===== config.mk =====
export PLATFORM = sky130hd
export DESIGN_NAME = bcd_counter_7seg
export DESIGN_NICKNAME = d
export VERILOG_FILES = /design/src/rtl/seg7_pkg.sv /design/src/rtl/seg7_digit_decoder.sv /design/src/rtl/bcd_counter_7seg.sv
export SDC_FILE = /design/constraint.sdc
export NUM_CORES = 1
export LEC_CHECK = 0
export CAP_MARGIN = 20
export CORE_MARGIN = 5
export CORE_UTILIZATION = 54
export CTS_CLUSTER_DIAMETER = 100
export DETAILED_ROUTE_END_ITERATION = 8
export GPL_TIMING_DRIVEN = 0
export PLACE_DENSITY = 0.81
export REMOVE_ABC_BUFFERS = 1
export SYNTH_ARGS = -nofsm -noshare
export SYNTH_HDL_FRONTEND = slang
export SYNTH_SLANG_ARGS = --single-unit

===== constraint.sdc =====
create_clock -name i_Clk -period 3.5 [get_ports i_Clk]
set_input_delay 0.7 -clock i_Clk [delete_from_list [all_inputs] [get_ports i_Clk]]
set_output_delay 0.7 -clock i_Clk [all_outputs]
set_load 0.05 [all_outputs]

===== src/rtl/seg7_pkg.sv =====
// Shared types and constants for the BCD counter / seven-segment display slice.
// Glyph bits are ordered A..G with segment A in bit 0; a set bit means the segment is lit.
package seg7_pkg;

  typedef logic [3:0] bcd_digit_t;

  typedef enum logic [1:0] {
    RPT_IDLE,
    RPT_HOLD,
    RPT_REPEAT
  } repeat_state_t;

  localparam int unsigned BCD_MAX_DIGITS = 4;

  localparam logic [6:0] SEG_0     = 7'h3F;
  localparam logic [6:0] SEG_1     = 7'h06;
  localparam logic [6:0] SEG_2     = 7'h5B;
  localparam logic [6:0] SEG_3     = 7'h4F;
  localparam logic [6:0] SEG_4     = 7'h66;
  localparam logic [6:0] SEG_5     = 7'h6D;
  localparam logic [6:0] SEG_6     = 7'h7D;
  localparam logic [6:0] SEG_7     = 7'h07;
  localparam logic [6:0] SEG_8     = 7'h7F;
  localparam logic [6:0] SEG_9     = 7'h6F;
  localparam logic [6:0] SEG_BLANK = 7'h00;

  // Elaboration-time decimal to packed BCD, digit 0 in the low nibble.
  function automatic logic [4*BCD_MAX_DIGITS-1:0] to_bcd(input int unsigned value);
    logic [4*BCD_MAX_DIGITS-1:0] bcd;
    int unsigned                 v;
    bcd = '0;
    v   = value;
    for (int unsigned k = 0; k < BCD_MAX_DIGITS; k++) begin
      bcd[4*k +: 4] = 4'(v % 10);
      v             = v / 10;
    end
    return bcd;
  endfunction

endpackage


===== src/rtl/seg7_digit_decoder.sv =====
// One BCD digit to a registered seven-segment pattern; codes 10-15 show blank.
// SEG_ACTIVE_LOW=1 inverts the outputs so a lit segment drives 0.
module seg7_digit_decoder
  import seg7_pkg::*;
#(
  parameter bit SEG_ACTIVE_LOW = 1'b1
) (
  input  logic       clk,
  input  logic       rst,
  input  logic [3:0] digit,
  output logic [6:0] segments
);

  logic [6:0] glyph;

  always_comb begin
    glyph = SEG_BLANK;
    case (digit)
      4'd0:    glyph = SEG_0;
      4'd1:    glyph = SEG_1;
      4'd2:    glyph = SEG_2;
      4'd3:    glyph = SEG_3;
      4'd4:    glyph = SEG_4;
      4'd5:    glyph = SEG_5;
      4'd6:    glyph = SEG_6;
      4'd7:    glyph = SEG_7;
      4'd8:    glyph = SEG_8;
      4'd9:    glyph = SEG_9;
      default: glyph = SEG_BLANK;
    endcase
  end

  always_ff @(posedge clk) begin
    if (rst) begin
      segments <= SEG_ACTIVE_LOW ? ~SEG_0 : SEG_0;
    end else begin
      segments <= SEG_ACTIVE_LOW ? ~glyph : glyph;
    end
  end

endmodule


===== src/rtl/bcd_counter_7seg.sv =====
// Multi-digit BCD up/down counter stepped by debounced buttons, wrapping at MAX_COUNT,
// with registered seven-segment outputs. Define AUTO_REPEAT_EN for hold-to-repeat stepping.
module bcd_counter_7seg
  import seg7_pkg::*;
#(
  parameter int unsigned NUM_DIGITS     = 2,
  parameter int unsigned MAX_COUNT      = 99,
  parameter bit          SEG_ACTIVE_LOW = 1'b1,
  parameter int unsigned REPEAT_DELAY   = 12500000,
  parameter int unsigned REPEAT_PERIOD  = 2500000
) (
  input  logic                    i_Clk,
  input  logic                    i_Rst,
  input  logic                    i_Incr,
  input  logic                    i_Decr,
  output logic [4*NUM_DIGITS-1:0] o_Count,
  output logic                    o_Wrap,
  output logic [7*NUM_DIGITS-1:0] o_Segments
);

  localparam logic [4*BCD_MAX_DIGITS-1:0] MAX_BCD_ALL = to_bcd(MAX_COUNT);
  localparam logic [4*NUM_DIGITS-1:0]     MAX_BCD     = MAX_BCD_ALL[4*NUM_DIGITS-1:0];

  logic                    prev_incr;
  logic                    prev_decr;
  logic                    rise_up;
  logic                    rise_dn;
  logic                    step_up;
  logic                    step_dn;
  logic [4*NUM_DIGITS-1:0] count_inc;
  logic [4*NUM_DIGITS-1:0] count_dec;
  logic [4*NUM_DIGITS-1:0] count_next;
  logic                    wrap_next;
  logic                    carry;
  logic                    borrow;
  bcd_digit_t              digit;

  // Edge registers also load during reset, so a button held through reset release is not a press.
  always_ff @(posedge i_Clk) begin
    prev_incr <= i_Incr;
    prev_decr <= i_Decr;
  end

  assign rise_up = i_Incr & ~prev_incr;
  assign rise_dn = i_Decr & ~prev_decr;

`ifdef AUTO_REPEAT_EN
  localparam int unsigned TIMER_MAX   = (REPEAT_DELAY > REPEAT_PERIOD) ? REPEAT_DELAY : REPEAT_PERIOD;
  localparam int unsigned TIMER_W     = $clog2(TIMER_MAX + 1);
  localparam logic [TIMER_W-1:0] DELAY_LAST  = TIMER_W'(REPEAT_DELAY - 1);
  localparam logic [TIMER_W-1:0] PERIOD_LAST = TIMER_W'(REPEAT_PERIOD - 1);

  logic [1:0] level;
  logic [1:0] rise;
  logic [1:0] req;
  logic       both_held;

  assign level     = {i_Decr, i_Incr};
  assign rise      = {rise_dn, rise_up};
  assign both_held = i_Incr & i_Decr;

  // Index 0 handles the increment button, index 1 the decrement button.
  for (genvar d = 0; d < 2; d++) begin : g_repeat
    repeat_state_t      state;
    repeat_state_t      state_next;
    logic [TIMER_W-1:0] timer;
    logic               timer_clr;
    logic               step_req;

    always_ff @(posedge i_Clk) begin
      if (i_Rst) begin
        state <= RPT_IDLE;
        timer <= '0;
      end else begin
        state <= state_next;
        timer <= timer_clr ? '0 : timer + 1'b1;
      end
    end

    always_comb begin
      state_next = state;
      if (both_held) begin
        state_next = RPT_IDLE;
      end else begin
        case (state)
          RPT_IDLE:   if (rise[d]) state_next = RPT_HOLD;
          RPT_HOLD: begin
            if (!level[d])                state_next = RPT_IDLE;
            else if (timer == DELAY_LAST) state_next = RPT_REPEAT;
          end
          RPT_REPEAT: if (!level[d]) state_next = RPT_IDLE;
          default:    state_next = RPT_IDLE;
        endcase
      end
    end

    always_comb begin
      step_req  = 1'b0;
      timer_clr = 1'b0;
      if (!both_held) begin
        case (state)
          RPT_IDLE: begin
            timer_clr = 1'b1;
            step_req  = rise[d];
          end
          RPT_HOLD: begin
            step_req  = level[d] && (timer == DELAY_LAST);
            timer_clr = step_req;
          end
          RPT_REPEAT: begin
            step_req  = level[d] && (timer == PERIOD_LAST);
            timer_clr = step_req;
          end
          default: timer_clr = 1'b1;
        endcase
      end
    end

    assign req[d] = step_req;
  end

  assign step_up = req[0] & ~req[1];
  assign step_dn = req[1] & ~req[0];
`else
  assign step_up = rise_up & ~rise_dn;
  assign step_dn = rise_dn & ~rise_up;
`endif

  // Ripple carry/borrow digit by digit so every digit stays within 0..9.
  always_comb begin
    count_inc = o_Count;
    count_dec = o_Count;
    carry     = 1'b1;
    borrow    = 1'b1;
    digit     = '0;
    for (int unsigned k = 0; k < NUM_DIGITS; k++) begin
      digit = o_Count[4*k +: 4];
      if (carry) begin
        if (digit == 4'd9) begin
          count_inc[4*k +: 4] = '0;
        end else begin
          count_inc[4*k +: 4] = digit + 4'd1;
          carry               = 1'b0;
        end
      end
      if (borrow) begin
        if (digit == 4'd0) begin
          count_dec[4*k +: 4] = 4'd9;
        end else begin
          count_dec[4*k +: 4] = digit - 4'd1;
          borrow              = 1'b0;
        end
      end
    end
  end

  always_comb begin
    count_next = o_Count;
    wrap_next  = 1'b0;
    if (step_up) begin
      if (o_Count == MAX_BCD) begin
        count_next = '0;
        wrap_next  = 1'b1;
      end else begin
        count_next = count_inc;
      end
    end else if (step_dn) begin
      if (o_Count == '0) begin
        count_next = MAX_BCD;
        wrap_next  = 1'b1;
      end else begin
        count_next = count_dec;
      end
    end
  end

  always_ff @(posedge i_Clk) begin
    if (i_Rst) begin
      o_Count <= '0;
      o_Wrap  <= 1'b0;
    end else begin
      o_Count <= count_next;
      o_Wrap  <= wrap_next;
    end
  end

  for (genvar k = 0; k < NUM_DIGITS; k++) begin : g_digit
    seg7_digit_decoder #(
      .SEG_ACTIVE_LOW(SEG_ACTIVE_LOW)
    ) u_decoder (
      .clk     (i_Clk),
      .rst     (i_Rst),
      .digit   (o_Count[4*k +: 4]),
      .segments(o_Segments[7*k +: 7])
    );
  end

endmodule


==> flow_metrics.tcl, run 1 <==
set metrics [dict create \
    grt_max_degree 23 \
    drv_cap 0 \
    cp-end-kind "flop" \
    worstSkewPairLatency_ns 0.35 \
    vias 1503 \
    start_kind "input port" \
    cts-htree-levels 2 \
    r2r_slack_ns 0.70 \
    wire_per_inst_um 12.5 \
    max-clock-path-buffers 2 \
    holdPathEnd "g_digit[0].u_decoder.segments[2]" \
    clkTransAtPathRegs_ns 0.10 \
    drv_slew 0 \
    p_leak_nw 0.965 \
    wirelength_um 3530 \
    cts_tree "done" \
    worst_pin_slew_ns 0.939 \
    grt.total_usage_pct 15.2 \
    synth_area_per_cell_um2 9.12 \
    die_y_um 70.0 \
    yosys_warnings 0 \
    ys_ff_latch 39 \
    cts.sinks 39 \
    drc_errors 0 \
    seqCellArea_um2 781 \
    io_buffers 26 \
    fmax_mhz 313 \
    ys.flop_type "dfxtp_1" \
    antenna_found_initial 0 \
    min_path_type "reg -> reg" \
    grt_pass1_wl_um 6000 \
    core_area_mm2 0.00342 \
    tritoncts.num_buffers 5 \
    finalCriticalPeriod_ns 3.20 \
    diodes 0 \
    drive_above_1_share_pct 6.36 \
    rr_startpoint "o_Count[1]" \
    drtIter0Drc 98 \
    routabilityCongestion 0.775 \
    r2r_end "g_digit[1].u_decoder.glyph[5]" \
    pre_cts_ws_ns -0.351 \
    die_w_um 70.0 \
    final_common_cell "dfxtp_1" \
    synth-edff-count 0 \
    fin_setup_tns_ns 0 \
    first_pass_iters 4 \
    vias_per_cell 5.33 \
    critPathKind "in -> reg" \
    multiInputGateArea_mm2 0.00106 \
    cp_max_fo 22 \
    rsz0062_at_grt "false" \
    final_cell_mix "dfxtp_1 (39), clkdlybuf4s50_1 (26), nor2_1 (23)" \
    fin_skew_ns 0.00736 \
    status "complete, no violations" \
    overflow 0 \
    ios 27 \
    dp_hpwl_um 2490 \
    yosysSeqAreaShare_pct 40.2 \
    cts_hold_buf 0 \
    start_util_pct 56.9 \
    fillerInstances 282 \
    synthArstFlopShare_pct 0 \
    power.density_mw_per_mm2 491 \
    startpoint "i_Decr" \
    fin_ws_ns 0.303 \
    crit_arrival_ns 3.49 \
    netlist-cell-type-count 44 \
    dieArea_mm2 0.00490 \
    hold_violations 0 \
    whs_path_depth 1 \
    syn_to_final_growth_pct 16.9 \
    maxSlewHeadroom_pct 37.1 \
    setup_viol 0 \
    cts_root_buf "clkbuf_4" \
    holdCritStartpoint "g_digit[0].u_decoder.glyph[2]" \
    reg2reg_depth 10 \
    syn_area_mm2 0.00194 \
    critPathRequiredTime_ns 3.79 \
    fin_crit_sh_pct 91.4 \
    num_rows 21 \
    fin_nets 259 \
    synthCells 213 \
    vdd_drop_max_uv 282 \
    grt_pass1_vias 1375 \
    detail-route-antenna-nets 0 \
]
[registers in the layout (all words and copies together) (netlist names)]
signal	flops
g_digit.u_decoder.glyph	14
g_digit.u_decoder.segments	14
o_Count	8
o_Wrap	1
prev_decr	1
prev_incr	1
[kinds of logic (layout without fill, tap and decap cells)]
family	after synthesis	after routing	synth area share, %
AO/OA/AOI/OAI	47	47	18.5
adder cells (fa/ha/maj)	20	20	12.9
buffers and inverters	29	52	6.12
flip-flops	39	39	40.2
multiplexers	9	9	4.64
AND/OR/NAND/NOR	69	69	17.7
[layout make-up]
| class | instances | share of cell area (%) |
|---|---|---|
| timing repair buffer | 26 | 11.5 |
| multi-input combinational | 145 | 46.5 |
| tap | 46 | 2.53 |
| inverter | 18 | 2.97 |
| clock buffer | 7 | 1.98 |
| clock inverter | 1 | 0.220 |
| sequential | 39 | 34.4 |
[Yosys cell counts (2+ instances only)]
cell	number	area, um^2
dfxtp_1	39	781
nor2_1	23	86.3
ha_1	20	250
inv_1	17	63.8
nand2_1	16	60.1
o21ai_0	11	55.1
mux2i_1	9	90.1
a21oi_1	7	35.0
nor2b_1	7	43.8
clkbuf_1	5	18.8
a21o_1	4	30.0
nand2b_1	4	25.0
nor3_1	4	20.0
a21boi_0	3	22.5
a32o_1	3	30.0
buf_1	3	11.3
nand3_1	3	15.0
o311a_1	3	30.0
a211oi_1	2	15.0
a31oi_1	2	12.5
and3b_1	2	17.5
buf_2	2	10.0
nand3b_1	2	15.0
nand4_1	2	12.5
[layer usage]
layer,vias up,part of all wire (%),GRT usage (%)
met5,-,0,0
li1,769,-,-
met4,0,2.0,9.15
met1,695,46,18.1
met3,7,4.6,4.59
met2,32,48,23.9
[critical path, stage by stage]
cell and delay (ns):
clkdlybuf4s50_1 0.47, nand2b_1 0.11, ha_4 0.26, or3b_4 0.41, a21boi_2 0.38, mux2i_1 0.30
or2_1 0.26, inv_1 0.11, ha_1 0.20, o21ai_0 0.16, a21o_1 0.13
[where the power goes]
group	switching (mW)	total, mW	internal (mW)
Sequential	0.0340	0.539	0.505
Combinational	0.225	0.361	0.136
Clock	0.136	0.215	0.0783
Total	0.395	1.11	0.720
[worst max-delay path by stage]
stage                                               end
after floorplan           g_digit[1].u_decoder.glyph[3]
after global placement    g_digit[1].u_decoder.glyph[5]
after detailed placement  g_digit[1].u_decoder.glyph[4]
after CTS                 g_digit[1].u_decoder.glyph[5]
after global routing      g_digit[1].u_decoder.glyph[5]
final                     g_digit[1].u_decoder.glyph[5]
[metrics by stage]
stage / std cells / hold slack [ns] / util (%) / cell area (um^2) / total power [mW]
floorplan: 202 / 0.352 / - / 1890 / 0.806
global placement: 274 / 0.354 / 64.7 / 2210 / 0.899
detailed placement: 274 / 0.359 / 64.7 / 2210 / 0.908
CTS: 282 / 0.380 / 66.2 / 2260 / 1.12
global route: 282 / 0.400 / 66.5 / 2270 / 1.19
finish: 282 / 0.379 / 66.5 / 2270 / 1.11
[repair_timing]
item,in CTS,in global routing
endpoints found under the hold margin,0,0
setup buffers,0,0
endpoints found under the setup margin,0,12
resized for setup,0,2
Power figures use the tool's default switching activity.
==> run 2: changes to the inputs <==
--- a/config.mk
+++ b/config.mk
@@ -6,6 +6,7 @@
 export NUM_CORES = 1
 export LEC_CHECK = 0
 export CAP_MARGIN = 20
+export CORE_ASPECT_RATIO = 0.75
 export CORE_MARGIN = 5
 export CORE_UTILIZATION = 54
 export CTS_CLUSTER_DIAMETER = 100
==> run 2 against run 1 <==
Against the previous run: combinational power rose by 1%; clock power rose by 100%; cell count fell by 2.1%; highest routed layer unchanged; clock-buffer cell count fell by 1; core utilization rose by 3.2 points; sequential share of layout area fell by 1.2 points; sequential cell count did not move; critical path depth did not move; wire length rose by 5.7%; critical path type unchanged; register-to-register slack improved by 0.08 ns; maximum frequency fell by 0.39%.
==> flow_metrics.tcl, run 2 (same netlist as run 1, synthesis figures left out) <==
set metrics [dict create \
    reg2reg_depth 10 \
    hold_violations 0 \
    pre_cts_ws_ns -0.370 \
    power_mw 1.35 \
    routabilityCongestion 0.773 \
    r2r_slack_ns 0.78 \
    io_buffers 26 \
    grt_pass1_wl_um 6330 \
    fin_setup_tns_ns 0 \
    cts-htree-levels 2 \
    min_path_type "reg -> reg" \
    start_util_pct 57.5 \
    setup_viol 0 \
    grt.total_usage_pct 16.4 \
    wire_per_inst_um 13.5 \
    p_leak_nw 1.00 \
    start_kind "input port" \
    clkPwrFrac_pct 32.6 \
    critPathKind "in -> reg" \
    power.density_mw_per_mm2 571 \
    grt_pass1_vias 1481 \
    core_area_mm2 0.00338 \
    crit_arrival_ns 3.44 \
    cts_tree "done" \
    multiInputGateArea_mm2 0.00106 \
    vdd_drop_max_uv 423 \
    fin_skew_ns 0.00759 \
    drv_slew 0 \
    vias_per_cell 5.44 \
    seqPwrFrac_pct 40.1 \
    seqCellArea_um2 781 \
    drive_above_1_share_pct 6.78 \
    antenna_found_initial 0 \
    crit_chain "clkdlybuf4s50_1 > nor2b_1 > ha_4 > nand3_1 > a21boi_4 > mux2i_1 > or2_1 > inv_1 > ha_1 > o21ai_0 > a21o_1" \
    placed_cells 268 \
    fmax_mhz 312 \
    clkTransAtPathRegs_ns 0.07 \
    maxSlewHeadroom_pct 35.2 \
    p_int_mw 0.928 \
    rr_startpoint "o_Count[0]" \
    dp_hpwl_um 2520 \
    whs_ns 0.375 \
    cts_root_buf "clkbuf_8" \
    p_sw_mw 0.417 \
    overflow 0 \
    ios 27 \
    whs_path_depth 1 \
    worst_pin_slew_ns 0.967 \
    status "complete, no violations" \
    drv_cap 0 \
    finalCriticalPeriod_ns 3.21 \
    dieArea_mm2 0.00491 \
    fillerInstances 286 \
    fin_cells 276 \
    cts_setup_buffers 0 \
    pwr-share-comb_pct 27.2 \
    vias 1501 \
    first_pass_iters 4 \
    drc_errors 0 \
    fin_ws_ns 0.290 \
    cp_max_fo 22 \
    drtIter0Drc 53 \
    fin_nets 259 \
    num_rows 18 \
    r2r_end "g_digit[1].u_decoder.glyph[5]" \
    critPathRequiredTime_ns 3.73 \
    die_y_um 62.0 \
    fin_crit_sh_pct 91.7 \
    cp-endpoint "g_digit[1].u_decoder.glyph[5]" \
    cp-end-kind "flop" \
    grt_max_degree 23 \
    tritoncts.num_buffers 5 \
    syn_to_final_growth_pct 21.2 \
    cts_hold_buf 0 \
    swShare_pct 31.0 \
    worstSkewPairLatency_ns 0.29 \
    slowest_delay_ns 0.47 \
    critPathSlowestCell "clkdlybuf4s50_1" \
    diodes 0 \
    max-clock-path-buffers 2 \
    die_w_um 79.3 \
    wirelength_um 3730 \
    final_cell_mix "dfxtp_1 (39), clkdlybuf4s50_1 (26), nor2_1 (23)" \
    cts.sinks 39 \
    startpoint "i_Incr" \
    detail-route-antenna-nets 0 \
    final_common_cell "dfxtp_1" \
]
[run 2: worst max-delay path: cells and delay by family]
kind,cells,cell delay (ns)
simple gates,3,0.68
buf+inv,2,0.59
compound gates,3,0.63
mux,1,0.29
fa+ha+maj,2,0.55
[run 2: timing repair]
| item | CTS | global route |
|---|---|---|
| resized for setup | 1 | 2 |
| pin swaps | 0 | 1 |
| setup endpoints to repair | 7 | 7 |
[run 2: stage by stage]
step	cell area [um^2]	util, %
2_1_floorplan	1890	-
3_3_place_gp	2200	65.2
3_5_place_dp	2200	65.2
4_1_cts	2340	69.2
5_1_grt	2350	69.7
6_report	2350	69.7
[run 2: worst min path at each step]
stage | startpoint | to
floorplan | g_digit[0].u_decoder.glyph[6] | g_digit[0].u_decoder.segments[6]
global placement | g_digit[1].u_decoder.glyph[6] | g_digit[1].u_decoder.segments[6]
detailed placement | g_digit[0].u_decoder.glyph[6] | g_digit[0].u_decoder.segments[6]
CTS | g_digit[0].u_decoder.glyph[6] | g_digit[0].u_decoder.segments[6]
global route | g_digit[0].u_decoder.glyph[5] | g_digit[0].u_decoder.segments[5]
finish | g_digit[0].u_decoder.glyph[6] | g_digit[0].u_decoder.segments[6]
[run 2: layer usage]
metal  wire, um  up-vias  GRT usage, %
li1           -      774             -
met2       1690       24          29.7
met1       1840      696          19.5
met4         38        0          4.41
met3        153        7          4.76
met5          0        -             0
[run 2: cell type report]
| type | count | area share, % |
|---|---|---|
| tap | 40 | 2.13 |
| clock inverter | 2 | 2.55 |
| multi-input combinational | 145 | 45.2 |
| timing repair buffer | 26 | 11.1 |
| clock buffer | 6 | 3.08 |
| inverter | 18 | 2.87 |
| sequential | 39 | 33.2 |
[run 2: power groups by stage]
| stage | registers, mW | clock network, mW | logic, mW |
|---|---|---|---|
| 2_1_floorplan | 0.639 | 0 | 0.167 |
| 3_5_place_dp | 0.551 | 0 | 0.358 |
| 5_1_grt | 0.548 | 0.458 | 0.400 |
| 4_1_cts | 0.541 | 0.445 | 0.364 |
| 3_3_place_gp | 0.548 | 0 | 0.351 |
| 6_report | 0.540 | 0.439 | 0.366 |
==> run 3: changes to the inputs <==
--- a/config.mk
+++ b/config.mk
@@ -8,11 +8,11 @@
 export CAP_MARGIN = 20
 export CORE_ASPECT_RATIO = 0.75
 export CORE_MARGIN = 5
-export CORE_UTILIZATION = 54
-export CTS_CLUSTER_DIAMETER = 100
+export CORE_UTILIZATION = 25
+export CTS_CLUSTER_DIAMETER = 200
 export DETAILED_ROUTE_END_ITERATION = 8
 export GPL_TIMING_DRIVEN = 0
-export PLACE_DENSITY = 0.81
+export PLACE_DENSITY = 0.46
 export REMOVE_ABC_BUFFERS = 1
 export SYNTH_ARGS = -nofsm -noshare
 export SYNTH_HDL_FRONTEND = slang
==> constraint.sdc (replaced) <==
create_clock -name i_Clk -period 2.8 [get_ports i_Clk]
set_input_delay 0.56 -clock i_Clk [delete_from_list [all_inputs] [get_ports i_Clk]]
set_output_delay 0.56 -clock i_Clk [all_outputs]
set_load 0.05 [all_outputs]
==> run 3 against run 2 <==
Against the previous run: sequential cell count did not move; register-to-register slack got worse by 0.53 ns; wire length rose by 16%; critical path type is now reg -> reg; cell area rose by 9.1%; clock power rose by 26%; core utilization fell by 35 points; total power rose by 28%; combinational power rose by 35%; worst setup slack got worse by 0.043 ns; critical path depth fell by 1; non-clock buffer count rose by 11; largest power group unchanged; sequential share of layout area fell by 2.8 points.
==> flow_metrics.tcl, run 3 (same netlist as run 1, synthesis figures left out) <==
set metrics [dict create \
    grt_pass1_vias 1548 \
    met1_usage_pct 12.7 \
    clkTransAtPathRegs_ns 0.08 \
    cp-end-kind "flop" \
    cts_hold_buf 0 \
    worst_pin_slew_ns 0.602 \
    cts-htree-levels 2 \
    fmax_mhz 392 \
    clkPwrFrac_pct 32.1 \
    hold_violations 0 \
    vias_per_cell 4.33 \
    finalCriticalPeriod_ns 2.55 \
    r2r_slack_ns 0.25 \
    grt.total_usage_pct 9.57 \
    start_kind "flop" \
    wire_per_inst_um 12.4 \
    pwr-share-comb_pct 28.7 \
    io_buffers 26 \
    rsz0062_at_grt "false" \
    grt_max_degree 23 \
    grt.busiest_layer "met2" \
    cts_tree "done" \
    drv_cap 0 \
    drive_above_1_share_pct 15.8 \
    first_pass_iters 4 \
    cp_max_fo 10 \
    min_path_type "reg -> reg" \
    p_leak_nw 1.09 \
    final_common_cell "dfxtp_1" \
    power.density_mw_per_mm2 671 \
    drv_slew 0 \
    diodes 0 \
    detail-route-antenna-nets 0 \
    p_sw_mw 0.541 \
    die_y_um 86.4 \
    dp_hpwl_um 2780 \
    power_mw 1.72 \
    core_area_mm2 0.00747 \
    die_w_um 112 \
    max-clock-path-buffers 2 \
    critPathKind "reg -> reg" \
    p_int_mw 1.18 \
    cts_root_buf "clkbuf_8" \
    placed_cells 329 \
    drc_errors 0 \
    vias 1506 \
    fin_crit_sh_pct 91.2 \
    dieArea_mm2 0.00965 \
    seqPwrFrac_pct 39.2 \
    antenna_found_initial 0 \
    start_util_pct 26.0 \
    maxSlewHeadroom_pct 59.7 \
    swShare_pct 31.4 \
    wirelength_um 4320 \
    ios 27 \
    seqCellArea_um2 781 \
    use_met2_pct 15.1 \
    status "complete, no violations" \
    worstSkewPairLatency_ns 0.29 \
    vdd_drop_max_uv 291 \
    fin_nets 270 \
    setup_viol 0 \
    syn_to_final_growth_pct 32.3 \
    multiInputGateArea_mm2 0.00111 \
    overflow 0 \
    fillerInstances 767 \
    grtUsageMet3_pct 3.00 \
    crit_arrival_ns 2.74 \
    fin_cells 348 \
    tritoncts.num_buffers 5 \
    fin_setup_tns_ns 0 \
    drtIter0Drc 26 \
    fin_skew_ns 0.00630 \
    critPathRequiredTime_ns 2.99 \
    cts.sinks 39 \
    routabilityCongestion 0.767 \
    grt_pass1_wl_um 7550 \
    num_rows 27 \
    final_cell_mix "dfxtp_1 (39), nor2_1 (23), clkdlybuf4s50_1 (23)" \
]
[run 3: cell count changes in the layout (fill, tap and decap cells not counted), sizes merged]
cell and delta:
buf +10, clkbuf +1, clkdlybuf4s15 +1, clkdlybuf4s50 -3, dlymetal6s2s +2
[run 3: metal layers]
| layer | vias to the layer above | share of wire [%] | wire length [um] |
|---|---|---|---|
| li1 | 794 | - | - |
| met1 | 685 | 53 | 2290 |
| met2 | 22 | 42 | 1820 |
| met3 | 5 | 4.1 | 177 |
| met4 | 0 | 0.72 | 31 |
| met5 | - | 0 | 0 |
[run 3: cell type report]
type / count / share of cell area (%)
Clock buffer: 6 / 2.82
Clock inverter: 2 / 2.34
Inverter: 18 / 2.82
Multi-Input combinational cell: 145 / 43.1
Sequential cell: 39 / 30.4
Tap cell: 101 / 4.92
Timing Repair Buffer: 37 / 13.6
[run 3: power by group through the flow]
stage               Clock [mW]  Sequential, mW  Combinational [mW]
detailed placement           0           0.689               0.451
floorplan                    0           0.799               0.209
CTS                      0.574           0.676               0.483
finish                   0.554           0.676               0.495
global placement             0           0.688               0.450
global route             0.599           0.688               0.545
[run 3: what timing repair did]
| item | in CTS | in global routing |
|---|---|---|
| setup endpoints to repair | 18 | 14 |
| buffers inserted | 9 | 2 |
| pin swaps | 4 | 8 |
| cloned | 0 | 0 |
| resized for setup | 12 | 11 |
[run 3: per-stage QoR]
stage / setup slack, ns / utilization (%) / instance area, um^2 / hold slack (ns)
2_1_floorplan: -0.122 / - / 1890 / 0.352
3_5_place_dp: -0.993 / 30.5 / 2280 / 0.355
4_1_cts: -0.0124 / 33.7 / 2520 / 0.374
6_report: 0.247 / 34.4 / 2570 / 0.371
3_3_place_gp: -0.980 / 30.5 / 2280 / 0.357
5_1_grt: 0.0947 / 34.4 / 2570 / 0.383
[run 3: worst max-delay path: stages, from the launching register on]
cell and delay, ns:
dfxtp_1 0.53, inv_1 0.08, ha_1 0.26, nor3b_1 0.18, o32ai_1 0.42, mux2i_2 0.13
or2_4 0.30, ha_1 0.20, nand2_1 0.07, o21ai_0 0.09, a21o_1 0.19
[run 3: worst paths after layout]
| kind | startpoint | end | depth (start not counted) |
|---|---|---|---|
| setup / recovery | o_Count[4] | g_digit[1].u_decoder.glyph[5] | 10 |
| hold / removal | g_digit[0].u_decoder.glyph[6] | g_digit[0].u_decoder.segments[6] | 1 |
| setup reg to reg | o_Count[4] | g_digit[1].u_decoder.glyph[5] | 10 |
| hold reg to reg | g_digit[0].u_decoder.glyph[6] | g_digit[0].u_decoder.segments[6] | 1 |
